[src/rtl/codec_cfg_seq.sv]
// Power-up codec register loader over I2C, driving a bit-level driver.
// Define CODEC_CFG_RETRY_EN to retry an entry up to MAX_RETRY times after a NACK.
module codec_cfg_seq #(
    parameter int         NUM_REGS  = 11,
    parameter int         IDX_W     = 4,
    parameter logic [6:0] DEV_ADDR  = 7'h1A,
    parameter int         TIMEOUT   = 255,
    parameter int         MAX_RETRY = 2
) (
    input  logic             sys_clk,
    input  logic             rst,
    input  logic             go,
    output logic             busy,
    output logic             done,
    output logic             error,
    output logic [IDX_W-1:0] err_index,
    output logic [IDX_W-1:0] tbl_index,
    input  logic [15:0]      tbl_word,
    output logic             i2c_start,
    output logic             i2c_stop,
    output logic             i2c_write,
    output logic [7:0]       i2c_data,
    input  logic             i2c_cmd_done,
    input  logic             i2c_cmd_status
);

    localparam int WD_W = (TIMEOUT > 1) ? $clog2(TIMEOUT) : 1;
    localparam logic [WD_W-1:0] WD_LAST = WD_W'(TIMEOUT - 1);
    localparam logic [IDX_W-1:0] LAST_IDX = IDX_W'(NUM_REGS - 1);

`ifdef CODEC_CFG_RETRY_EN
    localparam int RT_W = (MAX_RETRY > 0) ? $clog2(MAX_RETRY + 1) : 1;
    localparam logic [RT_W-1:0] RT_MAX = RT_W'(MAX_RETRY);
    logic [RT_W-1:0] retries;
`endif

    typedef enum logic [3:0] {
        IDLE, RECOV, START, ADDR, REGHI, REGLO,
        STOP, FSTOP, GAP, DONE, FAIL
    } state_t;

    state_t          state;
    state_t          nxt;
    logic [WD_W-1:0] wdog;

    always_ff @(posedge sys_clk) begin
        if (rst) begin
            state     <= IDLE;
            nxt       <= IDLE;
            wdog      <= '0;
            busy      <= 1'b0;
            done      <= 1'b0;
            error     <= 1'b0;
            err_index <= '0;
            tbl_index <= '0;
            i2c_start <= 1'b0;
            i2c_stop  <= 1'b0;
            i2c_write <= 1'b0;
            i2c_data  <= '0;
`ifdef CODEC_CFG_RETRY_EN
            retries   <= '0;
`endif
        end else begin
            unique case (state)
                IDLE: begin
                    if (go) begin
                        busy      <= 1'b1;
                        done      <= 1'b0;
                        error     <= 1'b0;
                        tbl_index <= '0;
                        wdog      <= '0;
                        i2c_stop  <= 1'b1;
                        state     <= RECOV;
`ifdef CODEC_CFG_RETRY_EN
                        retries   <= '0;
`endif
                    end
                end
                RECOV, START, ADDR, REGHI, REGLO, STOP, FSTOP: begin
                    if (i2c_cmd_done) begin
                        i2c_start <= 1'b0;
                        i2c_stop  <= 1'b0;
                        i2c_write <= 1'b0;
                        wdog      <= '0;
                        state     <= GAP;
                        case (state)
                            RECOV: nxt <= START;
                            START: nxt <= ADDR;
                            ADDR:  nxt <= i2c_cmd_status ? REGHI : FSTOP;
                            REGHI: nxt <= i2c_cmd_status ? REGLO : FSTOP;
                            REGLO: nxt <= i2c_cmd_status ? STOP : FSTOP;
                            STOP: begin
                                if (tbl_index == LAST_IDX) begin
                                    nxt <= DONE;
                                end else begin
                                    nxt       <= START;
                                    tbl_index <= tbl_index + 1'b1;
`ifdef CODEC_CFG_RETRY_EN
                                    retries   <= '0;
`endif
                                end
                            end
                            FSTOP: begin
`ifdef CODEC_CFG_RETRY_EN
                                if (retries < RT_MAX) begin
                                    retries <= retries + 1'b1;
                                    nxt     <= START;
                                end else begin
                                    err_index <= tbl_index;
                                    nxt       <= FAIL;
                                end
`else
                                err_index <= tbl_index;
                                nxt       <= FAIL;
`endif
                            end
                            default: nxt <= IDLE;
                        endcase
                    end else if (wdog == WD_LAST) begin
                        // Driver never answered: abandon the run.
                        i2c_start <= 1'b0;
                        i2c_stop  <= 1'b0;
                        i2c_write <= 1'b0;
                        wdog      <= '0;
                        err_index <= tbl_index;
                        state     <= FAIL;
                    end else begin
                        wdog <= wdog + 1'b1;
                    end
                end
                GAP: begin
                    state <= nxt;
                    unique case (nxt)
                        START: i2c_start <= 1'b1;
                        STOP, FSTOP: i2c_stop <= 1'b1;
                        ADDR: begin
                            i2c_write <= 1'b1;
                            i2c_data  <= {DEV_ADDR, 1'b0};
                        end
                        REGHI: begin
                            i2c_write <= 1'b1;
                            i2c_data  <= tbl_word[15:8];
                        end
                        REGLO: begin
                            i2c_write <= 1'b1;
                            i2c_data  <= tbl_word[7:0];
                        end
                        default: ;
                    endcase
                end
                DONE: begin
                    busy  <= 1'b0;
                    done  <= 1'b1;
                    state <= IDLE;
                end
                FAIL: begin
                    busy  <= 1'b0;
                    error <= 1'b1;
                    state <= IDLE;
                end
                default: state <= IDLE;
            endcase
        end
    end

endmodule

[config.mk]
export PLATFORM = sky130hd
export DESIGN_NAME = codec_cfg_seq
export DESIGN_NICKNAME = d
export VERILOG_FILES = /design/src/rtl/codec_cfg_seq.sv
export SDC_FILE = /design/constraint.sdc
export NUM_CORES = 1
export LEC_CHECK = 0
export ABC_AREA = 1
export BUFFER_PORTS_ARGS = -buffer_cell sky130_fd_sc_hd__buf_2
export CAP_MARGIN = 10
export CORE_ASPECT_RATIO = 1.4
export CORE_MARGIN = 2
export CORE_UTILIZATION = 54
export DETAILED_ROUTE_END_ITERATION = 16
export PLACE_DENSITY = 0.77
export SYNTH_ARGS = -nofsm -noshare
export SYNTH_HDL_FRONTEND = slang
export SYNTH_SLANG_ARGS = --single-unit
[constraint.sdc]
create_clock -name sys_clk -period 1.74 [get_ports sys_clk]
set_input_delay 0.174 -clock sys_clk [delete_from_list [all_inputs] [get_ports sys_clk]]
set_output_delay 0.174 -clock sys_clk [all_outputs]
set_load 0.1 [all_outputs]
==> results of run 1 <==
==> power groups by stage <==
stage / registers, mW / clock network, mW / logic (mW)
floorplan: 1.45 / 0 / 0.822
global placement: 1.11 / 0 / 1.42
detailed placement: 1.11 / 0 / 1.43
CTS: 1.10 / 0.635 / 1.43
global route: 1.11 / 0.667 / 1.57
finish: 1.10 / 0.613 / 1.43
==> layout by cell type (no fill, tap or decap), types with 2 or more instances in the layout <==
master / count
sky130_fd_sc_hd__o21ai_0: 16
sky130_fd_sc_hd__a21oi_1: 35
sky130_fd_sc_hd__buf_2: 42
sky130_fd_sc_hd__ha_1: 4
sky130_fd_sc_hd__buf_4: 5
sky130_fd_sc_hd__nand2_4: 2
sky130_fd_sc_hd__dfxtp_1: 34
sky130_fd_sc_hd__xor2_1: 2
sky130_fd_sc_hd__dfxtp_2: 4
sky130_fd_sc_hd__nor2_1: 29
sky130_fd_sc_hd__nand4_1: 3
sky130_fd_sc_hd__nand2_1: 87
sky130_fd_sc_hd__inv_1: 27
sky130_fd_sc_hd__nor2_4: 3
sky130_fd_sc_hd__clkbuf_8: 6
sky130_fd_sc_hd__nand2_2: 3
sky130_fd_sc_hd__nor2_2: 2
sky130_fd_sc_hd__inv_2: 4
sky130_fd_sc_hd__nand3_1: 28
==> worst max-delay path: cells and delay by family, from the launching register on <==
| kind | cells | cell delay, ns |
|---|---|---|
| simple gates | 6 | 0.93 |
| flops | 1 | 0.33 |
| compound gates | 1 | 0.11 |
| buf+inv | 1 | 0.08 |
==> worst paths after layout <==
| kind | to | cells after the start | slack [ns] |
|---|---|---|---|
| hold / removal | i2c_data[5] | 3 | 0.19 |
| hold reg to reg | i2c_stop | 2 | 0.45 |
| setup / recovery | i2c_data[7] | 8 | 0.22 |
| setup reg to reg | i2c_data[7] | 8 | 0.22 |
==> stage by stage <==
step           setup WS, ns  hold slack (ns)
2_1_floorplan        0.1053           0.2501
3_3_place_gp         0.2861           0.4404
3_5_place_dp         0.2434           0.4417
4_1_cts              0.2139           0.1816
5_1_grt             0.02550           0.2133
6_report             0.2201           0.1936
==> kinds of logic after synthesis <==
group,Yosys count
XOR/XNOR,3
AO/OA/AOI/OAI,56
buffers and inverters,39
adder cells (fa/ha/maj),4
AND/OR/NAND/NOR,162
flip-flops,38
==> per-layer routing <==
metal / part of all wire, % / wire length, um
met1: 44 / 2055
met2: 49 / 2300
met3: 5.1 / 238
met4: 2.1 / 97
met5: 0 / 0
==> synthesized netlist by cell type <==
library cell / n
sky130_fd_sc_hd__nand2_1: 87
sky130_fd_sc_hd__dfxtp_1: 38
sky130_fd_sc_hd__a21oi_1: 35
sky130_fd_sc_hd__nor2_1: 29
sky130_fd_sc_hd__nand3_1: 28
sky130_fd_sc_hd__inv_1: 27
sky130_fd_sc_hd__o21ai_0: 16
sky130_fd_sc_hd__ha_1: 4
sky130_fd_sc_hd__inv_2: 4
sky130_fd_sc_hd__buf_2: 3
sky130_fd_sc_hd__nand2_2: 3
sky130_fd_sc_hd__nand4_1: 3
sky130_fd_sc_hd__nor2_4: 3
sky130_fd_sc_hd__buf_4: 2
sky130_fd_sc_hd__nand2_4: 2
sky130_fd_sc_hd__nor2_2: 2
sky130_fd_sc_hd__xor2_1: 2
sky130_fd_sc_hd__a21oi_2: 1
sky130_fd_sc_hd__a31oi_1: 1
sky130_fd_sc_hd__buf_6: 1
sky130_fd_sc_hd__clkbuf_1: 1
sky130_fd_sc_hd__clkinv_4: 1
sky130_fd_sc_hd__nand3_4: 1
sky130_fd_sc_hd__nand3b_1: 1
sky130_fd_sc_hd__nor3_1: 1
sky130_fd_sc_hd__nor3_2: 1
sky130_fd_sc_hd__nor3b_1: 1
sky130_fd_sc_hd__o211ai_1: 1
sky130_fd_sc_hd__o21ai_1: 1
sky130_fd_sc_hd__o21ai_2: 1
sky130_fd_sc_hd__xnor2_1: 1
==> state kept, by name (all words and copies together), names as in the netlist <==
register and count:
i2c_write 1, busy 1, tbl_index 4, err_index 4
done 1, wdog 8, nxt 4, state 4
i2c_data 8, i2c_stop 1, error 1, i2c_start 1
==> final cells by class <==
| class | instances | share of cell area, % |
|---|---|---|
| Sequential cell | 38 | 32.18 |
| Clock inverter | 1 | 0.2103 |
| Timing Repair Buffer | 47 | 10.41 |
| Tap cell | 42 | 2.208 |
| Clock buffer | 7 | 3.628 |
| Inverter | 32 | 5.258 |
| Multi-Input combinational cell | 225 | 46.11 |
==> run summary, run 1 <==
STATUS
---------------------------------------------------------------------------------
Status ............................................................. complete, no violations

PLACE
---------------------------------------------------------------------------------
Instance area at placement .........................................   2288 sq um
Dpl cells ..........................................................          384
Half-perimeter wire length after detailed placement ................      3458 um
PortBufs ...........................................................           42
RD Place Congestion ................................................       0.9089

WORST SETUP PATH
---------------------------------------------------------------------------------
Beginning of the critical path .....................................       nxt[2]
Arrival time at the worst endpoint .................................      1.74 ns
Endpoint kind of the worst setup timing path .......................     register
Slowest library cell on the worst path ............................. sky130_fd_sc_hd__nor2_1
Worst setup path class .............................................   reg -> reg
CP required ........................................................      1.96 ns
Worst path cell trace .............................................. inv_1 -> nor2_1 -> nand2_1 -> nor2_1 -> nand2_1 -> nand2_1 -> nand2_1 -> a21oi_1
Sort of element at the start of the critical path ..................     register
Most prevalent standard cell on the critical path .................. sky130_fd_sc_hd__nand2_1
Delay contributed by the slowest stage of the critical path ........      0.44 ns
CP Max Fanout ......................................................            8
Crit Reg-Reg Startpoint ............................................       nxt[2]

CELLS AND AREA
---------------------------------------------------------------------------------
Final instance area ................................................   2380 sq um
Utilization of the core after routing ..............................       65.90%
P&R area growth vs syn .............................................       17.33%
Multi-input logic area .............................................   1097 sq um
Share of cells above drive strength 1 ..............................       22.00%
Final std cells w/o fill ...........................................          392
Filler cells .......................................................          358
NumNets Final ......................................................          374
Footprint of the flip-flops and latches ............................  765.7 sq um
Count of inserted antenna diode cells ..............................            0

HOLD PATH
---------------------------------------------------------------------------------
Min-Delay Path Class ...............................................    in -> reg
Startpoint of the lowest-slack hold path ...........................  tbl_word[5]

CTS
---------------------------------------------------------------------------------
Register clock-pin slew on the reported worst setup and hold paths .      0.07 ns
Quantity of gates resized following cts ............................            0
CTS Root Cell ...................................................... sky130_fd_sc_hd__clkbuf_8
Maximum clock insertion buffer count ...............................            2
H-Tree Depth .......................................................            2
Clock latency of the later-clocked register in the worst-skew pair .      0.28 ns
Clock tree from TritonCTS ..........................................          yes
Post-CTS Hold Buffers ..............................................            0
Count of clock tree sinks ..........................................           38
TritonCTS buffer count .............................................            5
Buffers inserted during post-CTS setup optimization ................            0

DIE
---------------------------------------------------------------------------------
Placeable Area .....................................................   3611 sq um
Initial Utilization ................................................       56.17%
Die X-Extent .......................................................     55.80 um
Row count ..........................................................           26
Die Height .........................................................     76.52 um
Die Outline Area ...................................................   4269 sq um
Number of top-level pins ...........................................           43

SYNTHESIS
---------------------------------------------------------------------------------
Cell type with the largest total area after synthesis .............. sky130_fd_sc_hd__dfxtp_1
Multiplexer share of the synthesized area ..........................           0%
Post-synthesis compound-gate area fraction .........................       14.37%
Adder-Cell Fraction of Synth Area ..................................       2.468%
Sequential fraction of the synthesis area ..........................       37.51%
Distinct cell type count after synthesis ...........................           31
Post-synth design cell area ........................................   2028 sq um
Average instance area after synthesis ..............................  6.716 sq um
Post-synthesis xor/xnor area fraction ..............................       1.295%
Net count after synthesis ..........................................          327
Fraction of the mapped netlist area in simple logic gates ..........       35.97%
Yosys warnings .....................................................            0
Main combinational cell family by area after synthesis ............. simple AND/OR/NAND/NOR gates
Number of register bits inferred by synthesis ......................           38
Area share of the largest cell type after synthesis ................       37.51%
Cells after Synth ..................................................          302
Largest cells by area after synthesis .............................. sky130_fd_sc_hd__dfxtp_1 (38%), sky130_fd_sc_hd__nand2_1 (16%), sky130_fd_sc_hd__a21oi_1 (8.6%)

POWER AND IR DROP
---------------------------------------------------------------------------------
Power share of the clock group .....................................        19.5%
Cell internal power dissipation ....................................     1.670 mW
Worst ir drop on vdd ...............................................      1043 uV
Overall power consumption ..........................................     3.143 mW
Sw Share ...........................................................       46.85%
Proportion of power drawn by combinational gates ...................        45.6%
Reg power frac .....................................................        34.9%
Net switching power figure .........................................     1.473 mW
Areal power density over the cells ................................. 1321 nW/um^2
Leak pwr ...........................................................     1.085 nW

GLOBAL ROUTE
---------------------------------------------------------------------------------
Met1 GRT Util ......................................................       27.18%
Maximum number of pins on one net before global-route repair .......           22
Via count of the first global-routing pass .........................         1888
Remaining global-route overflow ....................................            0
Top Usage Layer GRT ................................................         met2
All-Layer GR Usage .................................................       22.88%
Antenna violations before repair ...................................            0
Met3 layer usage reported by global route ..........................       4.584%
Global-route wire length before repair .............................      7935 um
Met2 Usage GRT .....................................................       38.81%

TIMING
---------------------------------------------------------------------------------
Number of endpoints failing setup at the final stage ...............            0
Post-route fraction of the period consumed by the critical path ....       87.35%
Actual transition at the worst max-transition pin ..................    0.5526 ns
Final Max Tran Viols ...............................................            0
RSZ-0062 raised after global routing ...............................        false
Final setup TNS ....................................................         0 ns
Slew margin rel. ...................................................       63.02%
Endpoints failing hold .............................................            0
Timing-limited maximum frequency ...................................   0.6580 GHz
Post-layout minimum cycle time .....................................     1.520 ns
Setup skew after layout ............................................  0.003013 ns

DRT
---------------------------------------------------------------------------------
Remaining antenna violation count ..................................            0
Detailed-route wire length per cell ................................     11.97 um
Average vias per placed instance ...................................        5.242
Number of DRC violations after detailed routing ....................            0
Via count ..........................................................         2055
Wire length reported by the detailed router ........................      4691 um
Pre-antenna DRT Iters ..............................................            5
Initial DRC count ..................................................          107

FLOW RUN
---------------------------------------------------------------------------------
Max Cap Violations .................................................            0

Power figures use the tool's default switching activity.
==> run 2, diff against run 1 <==
--- a/config.mk
+++ b/config.mk
@@ -8,10 +8,13 @@
 export ABC_AREA = 1
 export BUFFER_PORTS_ARGS = -buffer_cell sky130_fd_sc_hd__buf_2
 export CAP_MARGIN = 10
+export CELL_PAD_IN_SITES_DETAIL_PLACEMENT = 0
+export CELL_PAD_IN_SITES_GLOBAL_PLACEMENT = 1
 export CORE_ASPECT_RATIO = 1.4
 export CORE_MARGIN = 2
-export CORE_UTILIZATION = 54
+export CORE_UTILIZATION = 38
 export DETAILED_ROUTE_END_ITERATION = 16
+export GPL_ROUTABILITY_DRIVEN = 0
 export PLACE_DENSITY = 0.77
 export SYNTH_ARGS = -nofsm -noshare
 export SYNTH_HDL_FRONTEND = slang
==> run 2 against run 1 <==
  * Total power rose by 1.3%
  * Fmax decreased by 3.2%
  * Non-clock buffer count up 2
  * Final cell count increased by 6.6%
  * Clock skew is 0.0056 ns higher
  * Combinational power barely moved
  * Largest cell class unchanged
  * Design area grew 2.1%
  * Highest routed layer unchanged
  * Sequential cell count unchanged
  * Register-to-register slack worse by 0.05 ns
  * Utilization shrank 19 points
  * Critical endpoint is now nxt[2]
  * Clock power is 4.1% higher
  * Worst setup slack worse by 0.051 ns
==> run summary, run 2 (same netlist as run 1, synthesis figures left out) <==
STATUS
---------------------------------------------------------------------------------
Status ............................................................. complete, no violations   unchanged

POWER AND IR DROP
---------------------------------------------------------------------------------
Proportion of power drawn by combinational gates ...................        44.8%   was 45.6%
Sw Share ...........................................................       47.72%   was 46.85%
Areal power density over the cells ................................. 1310 nW/um^2   was 1321 nW/um^2
Power share of the clock group .....................................        20.0%   was 19.5%
Leak pwr ...........................................................     1.095 nW   was 1.085 nW
Worst ir drop on vdd ...............................................     999.4 uV   was 1043 uV
Net switching power figure .........................................     1.519 mW   was 1.473 mW
Cell internal power dissipation ....................................     1.664 mW   was 1.670 mW
Reg power frac .....................................................        35.1%   was 34.9%
Overall power consumption ..........................................     3.182 mW   was 3.143 mW

CTS
---------------------------------------------------------------------------------
Clock tree from TritonCTS ..........................................          yes   unchanged
H-Tree Depth .......................................................            2   unchanged
Count of clock tree sinks ..........................................           38   unchanged
Post-CTS Hold Buffers ..............................................            0   unchanged
Register clock-pin slew on the reported worst setup and hold paths .      0.08 ns   was 0.07 ns
TritonCTS buffer count .............................................            5   unchanged
Clock latency of the later-clocked register in the worst-skew pair .      0.29 ns   was 0.28 ns
Buffers inserted during post-CTS setup optimization ................            0   unchanged
Quantity of gates resized following cts ............................            0   unchanged
CTS Root Cell ...................................................... sky130_fd_sc_hd__clkbuf_8   unchanged
Maximum clock insertion buffer count ...............................            2   unchanged

CELLS AND AREA
---------------------------------------------------------------------------------
NumNets Final ......................................................          376   was 374
Share of cells above drive strength 1 ..............................       22.73%   was 22.00%
Final instance area ................................................   2429 sq um   was 2380 sq um
Leading cell type in the layout, fill and taps excluded ............ sky130_fd_sc_hd__nand2_1   unchanged
Regs by FF count ................................................... i2c_data: 8 flops, wdog: 8 flops   unchanged
Count of inserted antenna diode cells ..............................            0   unchanged
P&R area growth vs syn .............................................       19.74%   was 17.33%
Highest-count cells in the layout ignoring fill and taps ........... sky130_fd_sc_hd__nand2_1 (87), sky130_fd_sc_hd__buf_2 (42), sky130_fd_sc_hd__a21oi_1 (35)   unchanged
Utilization of the core after routing ..............................       47.08%   was 65.90%
Filler cells .......................................................          543   was 358

TIMING
---------------------------------------------------------------------------------
Setup skew after layout ............................................  0.008650 ns   was 0.003013 ns
RSZ-0062 raised after global routing ...............................        false   unchanged
Number of endpoints failing setup at the final stage ...............            0   unchanged
Endpoints failing hold .............................................            0   unchanged
Post-layout minimum cycle time .....................................     1.570 ns   was 1.520 ns
Slew margin rel. ...................................................       66.02%   was 63.02%
Post-route fraction of the period consumed by the critical path ....       90.26%   was 87.35%
Timing-limited maximum frequency ...................................   0.6368 GHz   was 0.6580 GHz
Final Max Tran Viols ...............................................            0   unchanged
Actual transition at the worst max-transition pin ..................    0.5091 ns   was 0.5526 ns
Final setup TNS ....................................................         0 ns   unchanged
Hold slack .........................................................    0.1818 ns   was 0.1936 ns

HOLD PATH
---------------------------------------------------------------------------------
Cells on Worst Hold Path ...........................................            3   unchanged
Min-Delay Path Class ...............................................    in -> reg   unchanged

WORST SETUP PATH
---------------------------------------------------------------------------------
Worst path cell trace .............................................. nor2_4 -> nand2_4 -> nand2_4 -> nor2_2 -> inv_1 -> o21ai_0 -> a21oi_1   was inv_1 -> nor2_1 -> nand2_1 -> nor2_1 -> nand2_1 -> nand2_1 -> nand2_1 -> a21oi_1
Sort of element at the start of the critical path ..................     register   unchanged
Most prevalent standard cell on the critical path .................. sky130_fd_sc_hd__nand2_4   was sky130_fd_sc_hd__nand2_1
CP Max Fanout ......................................................           16   was 8
CP required ........................................................      1.92 ns   was 1.96 ns
Arrival time at the worst endpoint .................................      1.75 ns   was 1.74 ns
Endpoint kind of the worst setup timing path .......................     register   unchanged
Delay contributed by the slowest stage of the critical path ........      0.53 ns   was 0.44 ns
Slowest library cell on the worst path ............................. sky130_fd_sc_hd__dfxtp_1   was sky130_fd_sc_hd__nor2_1
Worst setup path class .............................................   reg -> reg   unchanged
Count of cells along the worst register-to-register path ...........            7   was 8

GLOBAL ROUTE
---------------------------------------------------------------------------------
Remaining global-route overflow ....................................            0   unchanged
All-Layer GR Usage .................................................       18.47%   was 22.88%
Maximum number of pins on one net before global-route repair .......           22   unchanged
Global-route wire length before repair .............................      8631 um   was 7935 um
Antenna violations before repair ...................................            0   unchanged
Via count of the first global-routing pass .........................         1922   was 1888

DRT
---------------------------------------------------------------------------------
Remaining antenna violation count ..................................            0   unchanged
Pre-antenna DRT Iters ..............................................            4   was 5
Number of DRC violations after detailed routing ....................            0   unchanged
Wire length reported by the detailed router ........................      5187 um   was 4691 um
Via count ..........................................................         2042   was 2055
Initial DRC count ..................................................           62   was 107
Average vias per placed instance ...................................        4.885   was 5.242
Detailed-route wire length per cell ................................     12.41 um   was 11.97 um

PLACE
---------------------------------------------------------------------------------
Instance area at placement .........................................   2333 sq um   was 2288 sq um
Half-perimeter wire length after detailed placement ................      3846 um   was 3458 um
PortBufs ...........................................................           42   unchanged

FLOW RUN
---------------------------------------------------------------------------------
Max Cap Violations .................................................            0   unchanged

DIE
---------------------------------------------------------------------------------
Initial Utilization ................................................       39.32%   was 56.17%
Number of top-level pins ...........................................           43   unchanged
Die X-Extent .......................................................     65.75 um   was 55.80 um
Placeable Area .....................................................   5159 sq um   was 3611 sq um
Die Outline Area ...................................................   5946 sq um   was 4269 sq um
Row count ..........................................................           31   was 26
Die Height .........................................................     90.44 um   was 76.52 um

run 2: cell types whose count changed in the layout (fill, tap and decap cells not counted):
| cell | previous run | this run |
|---|---|---|
| sky130_fd_sc_hd__buf_4 | 5 | 7 |
| sky130_fd_sc_hd__clkbuf_1 | 1 | 0 |
| sky130_fd_sc_hd__clkinvlp_4 | 0 | 1 |
run 2: final timing paths:
kind	slack (ns)	end	from
max	0.17	nxt[2]	state[0]
max reg2reg	0.17	nxt[2]	state[0]
min	0.18	i2c_data[5]	tbl_word[5]
min reg2reg	0.46	i2c_stop	i2c_stop
run 2: final cells by class:
type,count,area (sq um),area share (%)
Clock buffer,6,82.58,3.400
Clock inverter,2,12.51,0.5152
Inverter,32,125.1,5.152
Multi-Input combinational cell,225,1097,45.18
Sequential cell,38,765.7,31.53
Tap cell,66,82.58,3.400
Timing Repair Buffer,49,262.8,10.82
run 2: metal layers:
layer | vias up | global-route usage [%] | routed length (um)
met2 | 37 | 34.34 | 2685
li1 | 1078 | - | -
met5 | - | 0 | 0
met1 | 919 | 20.19 | 2275
met4 | 0 | 4.861 | 57
met3 | 8 | 4.364 | 169
run 2: per-stage QoR:
stage                     instances  setup slack (ns)
after CTS                       418            0.2054
after global placement          410            0.2190
final                           418            0.1695
after global routing            418           0.02268
after detailed placement        410            0.2124
after floorplan                 302            0.1053
run 2: worst max-delay path: cells and delay by family, from the launching register on:
kind	cells	cell delay [ns]
AND/OR/NAND/NOR	4	0.63
buffers and inverters	1	0.10
flip-flops	1	0.53
AO/OA/AOI/OAI	2	0.22
run 2: power groups by stage:
stage / clock network (mW) / registers, mW / logic (mW)
2_1_floorplan: 0 / 1.45 / 0.822
3_3_place_gp: 0 / 1.14 / 1.44
3_5_place_dp: 0 / 1.13 / 1.43
4_1_cts: 0.657 / 1.12 / 1.43
5_1_grt: 0.694 / 1.13 / 1.57
6_report: 0.638 / 1.12 / 1.43
==> run 3, diff against run 2 <==
==> constraint.sdc (replaced) <==
create_clock -name sys_clk -period 1.77 [get_ports sys_clk]
set_input_delay 0.177 -clock sys_clk [delete_from_list [all_inputs] [get_ports sys_clk]]
set_output_delay 0.177 -clock sys_clk [all_outputs]
set_load 0.1 [all_outputs]
==> run 3 against run 2 <==
  * Register-to-register slack improved by 0.09 ns
  * Design area rose by 0.36%
  * Worst hold slack got worse by 0.0030 ns
  * Sequential share of layout area fell by 0.16 points
  * Clock-buffer cell count did not move
  * Clock skew barely moved
  * Global-route usage rose by 0.13 points
  * Largest cell class unchanged
  * Total power rose by 2.6%
==> run summary, run 3 (same netlist as run 1, synthesis figures left out) <==
TIMING
---------------------------------------------------------------------------------
RSZ-0062 raised after global routing ...............................        false   unchanged
Post-layout minimum cycle time .....................................     1.509 ns   was 1.570 ns
Final setup TNS ....................................................         0 ns   unchanged
Number of endpoints failing setup at the final stage ...............            0   unchanged
Actual transition at the worst max-transition pin ..................    0.5338 ns   was 0.5091 ns
Endpoints failing hold .............................................            0   unchanged
Post-route fraction of the period consumed by the critical path ....       85.27%   was 90.26%
Setup skew after layout ............................................  0.008661 ns   was 0.008650 ns
Final Max Tran Viols ...............................................            0   unchanged
Timing-limited maximum frequency ...................................   0.6626 GHz   was 0.6368 GHz
Slew margin rel. ...................................................       64.37%   was 66.02%

WORST SETUP PATH
---------------------------------------------------------------------------------
Worst setup path class .............................................   reg -> reg   unchanged
Delay contributed by the slowest stage of the critical path ........      0.37 ns   was 0.53 ns
Endpoint kind of the worst setup timing path .......................     register   unchanged
CP required ........................................................      2.00 ns   was 1.92 ns
Cell family with the largest share of critical-path delay .......... simple AND/OR/NAND/NOR gates   unchanged
Arrival time at the worst endpoint .................................      1.74 ns   was 1.75 ns
Worst path cell trace .............................................. inv_1 -> ha_1 -> inv_1 -> nor2_1 -> nand2_1 -> nand2_1 -> nor2_4 -> o21ai_0 -> a21oi_1   was nor2_4 -> nand2_4 -> nand2_4 -> nor2_2 -> inv_1 -> o21ai_0 -> a21oi_1
Slowest library cell on the worst path ............................. sky130_fd_sc_hd__dfxtp_1   unchanged
Worst path bufs/invs ...............................................            2   was 1
CP Max Fanout ......................................................            8   was 16
Sort of element at the start of the critical path ..................     register   unchanged

DIE
---------------------------------------------------------------------------------
Number of top-level pins ...........................................           43   unchanged
Row count ..........................................................           31   unchanged
Initial Utilization ................................................       39.32%   unchanged
Die Outline Area ...................................................   5946 sq um   unchanged
Die Height .........................................................     90.44 um   unchanged
Die X-Extent .......................................................     65.75 um   unchanged
Placeable Area .....................................................   5159 sq um   unchanged

DRT
---------------------------------------------------------------------------------
Average vias per placed instance ...................................        4.853   was 4.885
Wire length reported by the detailed router ........................      5056 um   was 5187 um
Length of routed met3 wiring .......................................       164 um   was 169 um
Via count ..........................................................         2019   was 2042
Pre-antenna DRT Iters ..............................................            4   unchanged
Wire length on met1 ................................................      2208 um   was 2275 um
Detailed-route wire length per cell ................................     12.15 um   was 12.41 um
Initial DRC count ..................................................           54   was 62
Routed length on met2 ..............................................      2598 um   was 2685 um
Remaining antenna violation count ..................................            0   unchanged
Number of DRC violations after detailed routing ....................            0   unchanged
Uppermost layer routed .............................................         met4   unchanged

CELLS AND AREA
---------------------------------------------------------------------------------
Regs by FF count ................................................... i2c_data: 8 flops, wdog: 8 flops   unchanged
NumNets Final ......................................................          375   was 376
Highest-count cells in the layout ignoring fill and taps ........... sky130_fd_sc_hd__nand2_1 (87), sky130_fd_sc_hd__buf_2 (42), sky130_fd_sc_hd__a21oi_1 (35), sky130_fd_sc_hd__dfxtp_1 (35), sky130_fd_sc_hd__nor2_1 (29)   was sky130_fd_sc_hd__nand2_1 (87), sky130_fd_sc_hd__buf_2 (42), sky130_fd_sc_hd__a21oi_1 (35)
Final instance area ................................................   2437 sq um   was 2429 sq um
Utilization of the core after routing ..............................       47.25%   was 47.08%
Share of cells above drive strength 1 ..............................       22.00%   was 22.73%
Leading cell type in the layout, fill and taps excluded ............ sky130_fd_sc_hd__nand2_1   unchanged
P&R area growth vs syn .............................................       20.17%   was 19.74%
Count of inserted antenna diode cells ..............................            0   unchanged

CTS
---------------------------------------------------------------------------------
Quantity of gates resized following cts ............................            0   unchanged
Maximum clock insertion buffer count ...............................            2   unchanged
Post-CTS Hold Buffers ..............................................            0   unchanged
TritonCTS buffer count .............................................            5   unchanged
Clock latency of the later-clocked register in the worst-skew pair .      0.29 ns   about the same
Buffers inserted during post-CTS setup optimization ................            0   unchanged
Count of clock tree sinks ..........................................           38   unchanged
Clock tree from TritonCTS ..........................................          yes   unchanged
CTS Root Cell ...................................................... sky130_fd_sc_hd__clkbuf_8   unchanged
H-Tree Depth .......................................................            2   unchanged
Register clock-pin slew on the reported worst setup and hold paths .      0.08 ns   about the same

GLOBAL ROUTE
---------------------------------------------------------------------------------
Global-route wire length before repair .............................      8652 um   was 8631 um
Maximum number of pins on one net before global-route repair .......           22   unchanged
Via count of the first global-routing pass .........................         1898   was 1922
Remaining global-route overflow ....................................            0   unchanged
All-Layer GR Usage .................................................       18.60%   was 18.47%
Antenna violations before repair ...................................            0   unchanged

PLACE
---------------------------------------------------------------------------------
Half-perimeter wire length after detailed placement ................      3789 um   was 3846 um
PortBufs ...........................................................           42   unchanged
Instance area at placement .........................................   2325 sq um   was 2333 sq um

POWER AND IR DROP
---------------------------------------------------------------------------------
Worst ir drop on vdd ...............................................     550.8 uV   was 999.4 uV
Areal power density over the cells ................................. 1339 nW/um^2   was 1310 nW/um^2
Leak pwr ...........................................................     1.100 nW   was 1.095 nW

HOLD PATH
---------------------------------------------------------------------------------
Min-Delay Path Class ...............................................    in -> reg   unchanged

FLOW RUN
---------------------------------------------------------------------------------
Max Cap Violations .................................................            0   unchanged

STATUS
---------------------------------------------------------------------------------
Status ............................................................. complete, no violations   unchanged

## run 3: changes by cell type in the layout (fill, tap and decap cells not counted), sizes merged
cell	change
clkinv	-1
buf	-1
clkinvlp	-1
bufinv	+1
## run 3: power breakdown
| part | switching, mW | internal (mW) | leakage, nW | total, mW |
|---|---|---|---|---|
| clock network | 0.309 | 0.451 | 0.0573 | 0.760 |
| logic | 1.06 | 0.369 | 0.733 | 1.43 |
| registers | 0.110 | 0.962 | 0.309 | 1.07 |
## run 3: final cells by class
class	instances	area, sq um
clock buffers	6	82.58
well taps	66	82.58
flip-flops and latches	38	764.5
repair buffers	48	255.2
multi-input cells	225	1097
clock inverters	1	30.03
inverters	32	125.1
fillers	590	2721
## run 3: through the flow
step | setup WS (ns) | hold slack, ns | cells | total power [mW]
final | 0.2608 | 0.1788 | 416 | 3.265
after detailed placement | 0.2611 | 0.4484 | 409 | 2.533
after global placement | 0.2760 | 0.4420 | 409 | 2.541
after CTS | 0.2373 | 0.1806 | 416 | 3.298
after global routing | 0.02332 | 0.1950 | 416 | 3.485
after floorplan | 0.01922 | 0.2531 | 302 | 2.237
## run 3: worst reg2reg max path: stages (launching register included)
cell	delay, ns
sky130_fd_sc_hd__dfxtp_1	0.37
sky130_fd_sc_hd__inv_1	0.08
sky130_fd_sc_hd__ha_1	0.19
sky130_fd_sc_hd__inv_1	0.05
sky130_fd_sc_hd__nor2_1	0.04
sky130_fd_sc_hd__nand2_1	0.15
sky130_fd_sc_hd__nand2_1	0.14
sky130_fd_sc_hd__nor2_4	0.20
sky130_fd_sc_hd__o21ai_0	0.11
sky130_fd_sc_hd__a21oi_1	0.13
## run 3: layer usage
| metal | vias to the layer above | global-route usage, % |
|---|---|---|
| met1 | 915 | 22.36 |
| met2 | 32 | 31.65 |
| met4 | 0 | 6.771 |
| li1 | 1068 | - |
| met5 | - | 0 |
| met3 | 4 | 4.115 |
## run 3: final timing paths
path	start	endpoint	slack [ns]	depth (start not counted)
worst min register to register	i2c_stop	i2c_stop	0.45	2
worst max-delay path	wdog[0]	wdog[3]	0.26	9
worst max register to register	wdog[0]	wdog[3]	0.26	9
worst min-delay path	tbl_word[2]	i2c_data[2]	0.18	3
